## src/rtl/fc_argmax.sv

```systemverilog
// Final LeNet classification stage: scans the FC scores held in SRAM e and reports
// the index and value of the largest signed score, holding the result with a valid flag.
module fc_argmax #(
   parameter int DATA_WIDTH             = 8,
   parameter int DATA_NUM_PER_SRAM_ADDR = 4,
   parameter int CLASS_NUM              = 10,
   parameter int ADDR_WIDTH             = 10,
   parameter int BASE_ADDR              = 0,
   parameter int IDX_WIDTH              = 4
) (
   input  logic                                         clk,
   input  logic                                         srstn,
   input  logic                                         argmax_start,
   input  logic [DATA_NUM_PER_SRAM_ADDR*DATA_WIDTH-1:0] sram_rdata_e,
   output logic [ADDR_WIDTH-1:0]                        sram_raddr_e,
   output logic                                         argmax_busy,
   output logic                                         argmax_done,
   output logic                                         argmax_valid,
   output logic [IDX_WIDTH-1:0]                         class_idx,
   output logic [DATA_WIDTH-1:0]                        class_score
);

   localparam int DN = DATA_NUM_PER_SRAM_ADDR;
   localparam int NW = (CLASS_NUM + DN - 1) / DN;
   localparam int CW = $clog2(NW + 1);
   localparam logic [ADDR_WIDTH-1:0] BASE = ADDR_WIDTH'(BASE_ADDR);
   localparam logic [CW-1:0]         NW_C = CW'(NW);

   if ((CLASS_NUM < 1) || (CLASS_NUM > 64)) begin : g_class_chk
      $error("fc_argmax: CLASS_NUM must be in 1..64");
   end
   if ((CLASS_NUM - 1) >= (1 << IDX_WIDTH)) begin : g_idx_chk
      $error("fc_argmax: IDX_WIDTH too small to hold CLASS_NUM-1");
   end

   // Handshake: argmax_start is a level sampled only in IDLE; busy rises on the accepting
   // edge, done pulses for exactly one cycle, valid stays high until the next accepted start.
   typedef enum logic [1:0] {S_IDLE, S_FETCH, S_DRAIN, S_DONE} state_t;

   state_t                        state_q, state_d;
   logic [CW-1:0]                 cnt_q, cnt_d;
   logic                          v1_q, v1_d, v2_q, v2_d;
   logic [CW-1:0]                 w1_q, w1_d, w2_q, w2_d;
   logic signed [DATA_WIDTH-1:0]  run_score_q, run_score_d;
   logic [IDX_WIDTH-1:0]          run_idx_q, run_idx_d;
   logic [ADDR_WIDTH-1:0]         raddr_q, raddr_d;
   logic                          busy_q, busy_d, done_q, done_d, valid_q, valid_d;
   logic [IDX_WIDTH-1:0]          idx_q, idx_d;
   logic signed [DATA_WIDTH-1:0]  score_q, score_d;

   logic signed [DATA_WIDTH-1:0]  loc_score, lane, mrg_score;
   logic [IDX_WIDTH-1:0]          loc_idx, mrg_idx;
   logic                          take_loc;

   // Lane reduction of the returning word; padding lanes past CLASS_NUM never win.
   always_comb begin
      loc_score = sram_rdata_e[DATA_WIDTH*DN-1 -: DATA_WIDTH];
      loc_idx   = IDX_WIDTH'(int'(w2_q) * DN);
      lane      = '0;
      for (int j = 1; j < DN; j++) begin
         lane = sram_rdata_e[DATA_WIDTH*(DN-j)-1 -: DATA_WIDTH];
         if (((int'(w2_q) * DN + j) < CLASS_NUM) && (lane > loc_score)) begin
            loc_score = lane;
            loc_idx   = IDX_WIDTH'(int'(w2_q) * DN + j);
         end
      end
   end

   // The first word seeds the running max, so no sentinel value is needed.
   always_comb begin
      take_loc  = (w2_q == '0) || (loc_score > run_score_q);
      mrg_score = take_loc ? loc_score : run_score_q;
      mrg_idx   = take_loc ? loc_idx   : run_idx_q;
   end

   always_comb begin
      state_d     = state_q;
      cnt_d       = cnt_q;
      raddr_d     = raddr_q;
      busy_d      = busy_q;
      done_d      = 1'b0;
      valid_d     = valid_q;
      idx_d       = idx_q;
      score_d     = score_q;
      v1_d        = 1'b0;
      w1_d        = cnt_q;
      v2_d        = v1_q;
      w2_d        = w1_q;
      run_score_d = v2_q ? mrg_score : run_score_q;
      run_idx_d   = v2_q ? mrg_idx   : run_idx_q;
      case (state_q)
         S_IDLE: begin
            raddr_d = BASE;
            if (argmax_start) begin
               valid_d = 1'b0;
               busy_d  = 1'b1;
               cnt_d   = '0;
               state_d = S_FETCH;
            end
         end
         S_FETCH: begin
            if (cnt_q == NW_C) begin
               state_d = S_DRAIN;
            end else begin
               raddr_d = BASE + ADDR_WIDTH'(cnt_q);
               v1_d    = 1'b1;
               cnt_d   = cnt_q + CW'(1);
            end
         end
         S_DRAIN: begin
            // The last word is on rdata now; commit the merged result on this edge.
            state_d = S_DONE;
            done_d  = 1'b1;
            valid_d = 1'b1;
            busy_d  = 1'b0;
            raddr_d = BASE;
            idx_d   = mrg_idx;
            score_d = mrg_score;
         end
         S_DONE: begin
            state_d = S_IDLE;
         end
         default: begin
            state_d = S_IDLE;
         end
      endcase
   end

   always_ff @(posedge clk or posedge srstn) begin
      if (srstn) begin
         state_q     <= S_IDLE;
         cnt_q       <= '0;
         v1_q        <= 1'b0;
         v2_q        <= 1'b0;
         w1_q        <= '0;
         w2_q        <= '0;
         run_score_q <= '0;
         run_idx_q   <= '0;
         raddr_q     <= BASE;
         busy_q      <= 1'b0;
         done_q      <= 1'b0;
         valid_q     <= 1'b0;
         idx_q       <= '0;
         score_q     <= '0;
      end else begin
         state_q     <= state_d;
         cnt_q       <= cnt_d;
         v1_q        <= v1_d;
         v2_q        <= v2_d;
         w1_q        <= w1_d;
         w2_q        <= w2_d;
         run_score_q <= run_score_d;
         run_idx_q   <= run_idx_d;
         raddr_q     <= raddr_d;
         busy_q      <= busy_d;
         done_q      <= done_d;
         valid_q     <= valid_d;
         idx_q       <= idx_d;
         score_q     <= score_d;
      end
   end

   assign sram_raddr_e = raddr_q;
   assign argmax_busy  = busy_q;
   assign argmax_done  = done_q;
   assign argmax_valid = valid_q;
   assign class_idx    = idx_q;
   assign class_score  = score_q;

endmodule

```

## config.mk

```make
export PLATFORM = sky130hd
export DESIGN_NAME = fc_argmax
export DESIGN_NICKNAME = d
export VERILOG_FILES = /design/src/rtl/fc_argmax.sv
export SDC_FILE = /design/constraint.sdc
export NUM_CORES = 1
export LEC_CHECK = 0
export BUFFER_PORTS_ARGS = -buffer_cell sky130_fd_sc_hd__buf_2
export CORE_MARGIN = 8
export CORE_UTILIZATION = 56
export CTS_CLUSTER_DIAMETER = 100
export DETAILED_ROUTE_END_ITERATION = 16
export PLACE_DENSITY = 0.78
export RECOVER_POWER = 25
export SYNTH_ARGS = -nofsm -noshare
export SYNTH_HDL_FRONTEND = slang
export SYNTH_SLANG_ARGS = --single-unit
```

## constraint.sdc

```tcl
create_clock -name clk -period 6.55 [get_ports clk]
set_input_delay 1.31 -clock clk [delete_from_list [all_inputs] [get_ports clk]]
set_output_delay 1.31 -clock clk [all_outputs]
set_load 0.03 [all_outputs]
```

==> results.sh <==
export IMPL_status="finished with violations"
export IMPL_failing_checks="capacitance limit, slew limit, setup timing"
export IMPL_cp_slowest_cell="sky130_fd_sc_hd__a311o_1"
export IMPL_core_area_um2=5070
export IMPL_grt_pass1_wl_um=16300
export IMPL_grtUsageTotal_pct=27.0
export IMPL_worstMarginPinSlew_ns=2.04
export IMPL_syn_area_um2=2940
export IMPL_crit_path_max_fanout=8
export IMPL_fin_area_um2=4400
export IMPL_drt_antenna_violating_nets=0
export IMPL_syn_to_final_growth_pct=49.7
export IMPL_reg2reg_slack_ns=0.12
export IMPL_max_slew_margin_pct=-36.2
export IMPL_sequential_share_of_the_synthesized_area_pct=33.2
export IMPL_yosys_warnings=0
export IMPL_fmax_ghz=0.135
export IMPL_worstSetupEndpointType="flip-flop"
export IMPL_cap_violations=1
export IMPL_yosys_cell_types_count=50
export IMPL_mostFrequentLayoutCells="79 x sky130_fd_sc_hd__buf_4, 49 x sky130_fd_sc_hd__buf_2, 39 x sky130_fd_sc_hd__dfrtp_1, 30 x sky130_fd_sc_hd__nand2_1, 26 x sky130_fd_sc_hd__nor2_1"
export IMPL_detail_route_vias_per_cell=6.27
export IMPL_synth_largest_area_cell="sky130_fd_sc_hd__dfrtp_1"
export IMPL_final_instance_count_excl_fill=538
export IMPL_met2RoutedLength_um=5370
export IMPL_fin_crit_sh_pct=113
export IMPL_skew_ns=0.0193
export IMPL_cts_root_buffer="sky130_fd_sc_hd__clkbuf_8"
export IMPL_dieArea_um2=7830
export IMPL_sequential_cell_area_um2=976
export IMPL_power_density_nw_per_um2=530
export IMPL_post_route_worst_setup_slack_ns=-0.847
export IMPL_worstHoldEndpoint="w2_q[0]"
export IMPL_cts_sinks=39
export IMPL_cts_max_level=2
export IMPL_crit_type="input pin to flip-flop"
export IMPL_hp_start="w1_q[0]"
export IMPL_wl_met1_um=4000
export IMPL_rr_worst_depth=30
export IMPL_finalCriticalPeriod_ns=7.40
export IMPL_cp_start_kind="input pin"
export IMPL_grt_setup_unrepaired="true"
export IMPL_critPathMostFrequentCell="sky130_fd_sc_hd__ha_1"
export IMPL_insertion_delay_ns=0.30
export IMPL_fillCellCount=271
export IMPL_antennaDiodeCount=0
export IMPL_placed_cell_count=519
export IMPL_dp_hpwl_um=7030
export IMPL_grt_max_degree=40
export IMPL_proportion_of_layout_cells_with_a_drive_suffix_above_1_pct=45.9
export IMPL_number_of_global_route_vias_before_repair=3393
export IMPL_ys_ff_latch=39
export IMPL_grt_antenna_before_repair=0
export IMPL_crit_reg2reg_capture="run_score_q[5]"
export IMPL_cts_buffer_depth=2
export IMPL_vias=3372
export IMPL_wl_met3_um=811
export IMPL_ys_top_cells_by_area="sky130_fd_sc_hd__dfrtp_1 33%, sky130_fd_sc_hd__ha_1 15%, sky130_fd_sc_hd__nand2_1 4.1%, sky130_fd_sc_hd__nor2_1 3.7%, sky130_fd_sc_hd__a21oi_1 3.4%"
export IMPL_clk_pin_slew_ns=0.09
export IMPL_critPathMaxStageDelay_ns=0.35
export IMPL_kind_of_path_behind_the_tightest_hold_check="flip-flop to flip-flop"
export IMPL_pin_count=60
export IMPL_r2r_start="w2_q[1]"
export IMPL_remaining_drc_errors=0
export IMPL_initial_core_util_pct=57.9
export IMPL_post_place_ws_ns=-1.06
export IMPL_cts_tree="done"
export IMPL_min_delay_path_depth=0
export IMPL_post_drt_wl_per_cell_um=20.2
export IMPL_highest_signal_layer="met4"
export IMPL_setup_viol_count_final=24
export IMPL_placedInstanceArea_um2=3930
export IMPL_gp_congestion=0.993
export IMPL_chipWidth_um=88.5
export IMPL_drt_wl_total_um=10900
export IMPL_num_rows=26
export IMPL_hold_worst_slack_ns=0.348
export IMPL_vdd_ir_drop_max_uv=435
export IMPL_synth_cells=335
export IMPL_total_leakage_power_nw=2.13
export IMPL_initialDrtViolationCount=329
export IMPL_post_layout_total_power_w=0.00233
export IMPL_cts_inserted_buffers=5
export IMPL_die_height_um=88.5
export IMPL_detail_route_first_pass_iterations=5
export IMPL_worst_ep_required_time_ns=6.76
export IMPL_worst_ep_arrival_time_ns=7.61
export IMPL_yosys_area_top_type_share_pct=33.2
export IMPL_timing_hold_violations_final=0
export IMPL_timing_max_transition_violations_final=40
export IMPL_syn_avg_cell_area_um2=8.78
export IMPL_finalNetCount=538
export IMPL_area_used_by_multi_input_combinational_logic_um2=2190
export IMPL_cts_hold_buffers=0
export IMPL_mostFrequentLayoutCell="sky130_fd_sc_hd__buf_4"
export IMPL_port_buffer_cells=51
export IMPL_grt_ovfl_total=0
cell usage after synthesis (all sizes together):
cell type / instances
dfrtp: 39
ha: 36
nand2: 32
nor2: 29
inv: 24
a21oi: 20
o21ai: 20
nand3: 13
buf: 12
a31oi: 11
a21o: 9
and2: 9
clkbuf: 9
a311o: 8
a22oi: 7
a31o: 7
nor2b: 7
nand4: 5
o211ai: 4
a22o: 3
o31ai: 3
a2111oi: 2
and3: 2
mux2: 2
mux2i: 2
nand2b: 2
nor3b: 2
o21a: 2
o22ai: 2
or2: 2
a2bb2oi: 1
a311oi: 1
a41oi: 1
conb: 1
nor3: 1
nor4b: 1
o221a: 1
o2bb2ai: 1
o32a: 1
o32ai: 1
worst max path at each step:
stage | from | to | slack [ns]
floorplan | sram_rdata_e[29] | class_idx[2] | -0.32
global placement | sram_rdata_e[29] | class_score[5] | -0.70
detailed placement | sram_rdata_e[29] | class_score[0] | -1.06
CTS | sram_rdata_e[29] | run_score_q[5] | -0.53
global route | sram_rdata_e[31] | run_score_q[7] | -1.02
finish | sram_rdata_e[31] | run_score_q[5] | -0.85
cell families (layout without fill, tap and decap cells):
family	after synthesis	after routing	synth area share, %
mux	4	4	1.45
compound gates	105	105	25.4
simple gates	105	105	17.2
fa+ha+maj	36	36	15.3
other cells	1	8	0.128
flops	39	39	33.2
buf+inv	45	171	7.23
stage by stage:
| step | TNS, ns | utilization [%] |
|---|---|---|
| after floorplan | -6.48 | - |
| after global placement | -15.30 | 77.5 |
| after detailed placement | -22.67 | 77.5 |
| after CTS | -11.53 | 85.1 |
| after global routing | -22.32 | 86.8 |
| final | -17.68 | 86.8 |
report_power, final:
part	switching (W)	internal (W)
Combinational	0.000944	0.000795
Sequential	0.0000729	0.000359
Clock	0.0000879	0.0000745
Total	0.00110	0.00123
what timing repair did:
action                                  4_1_cts  5_1_grt
cloned                                        1        0
buffers inserted                              9        1
resized for setup                            46       14
pin swaps                                    26        5
endpoints found under the setup margin       24       24
routing by layer:
| metal | GRT usage [%] | up-vias |
|---|---|---|
| li1 | - | 1477 |
| met4 | 14.7 | 0 |
| met3 | 4.55 | 74 |
| met1 | 30.4 | 1600 |
| met2 | 47.3 | 221 |
| met5 | 0 | - |
registers in the layout, summed over array words and instances, names as in the netlist:
signal and flops:
run_idx_q 4, v2_q 1, w1_q 2, state_q 2, v1_q 1, cnt_q 2
argmax_done 1, sram_raddr_e 2, run_score_q 8, class_score 8, w2_q 2, argmax_valid 1
argmax_busy 1, class_idx 4
final cells by class:
type	instances	area share, %
timing repair buffer	139	22.0
clock inverter	2	0.284
multi-input combinational	258	49.7
inverter	24	2.22
clock buffer	6	1.65
sequential	39	22.2
tap	70	1.99
worst max-delay path: cells and delay by family:
family	cells	cell delay, ns
and+or+nand+nor	9	1.56
adders and majority gates	4	1.17
buffers and inverters	5	0.70
AOI/OAI and AO/OA	16	2.85
Power figures use the tool's default switching activity.
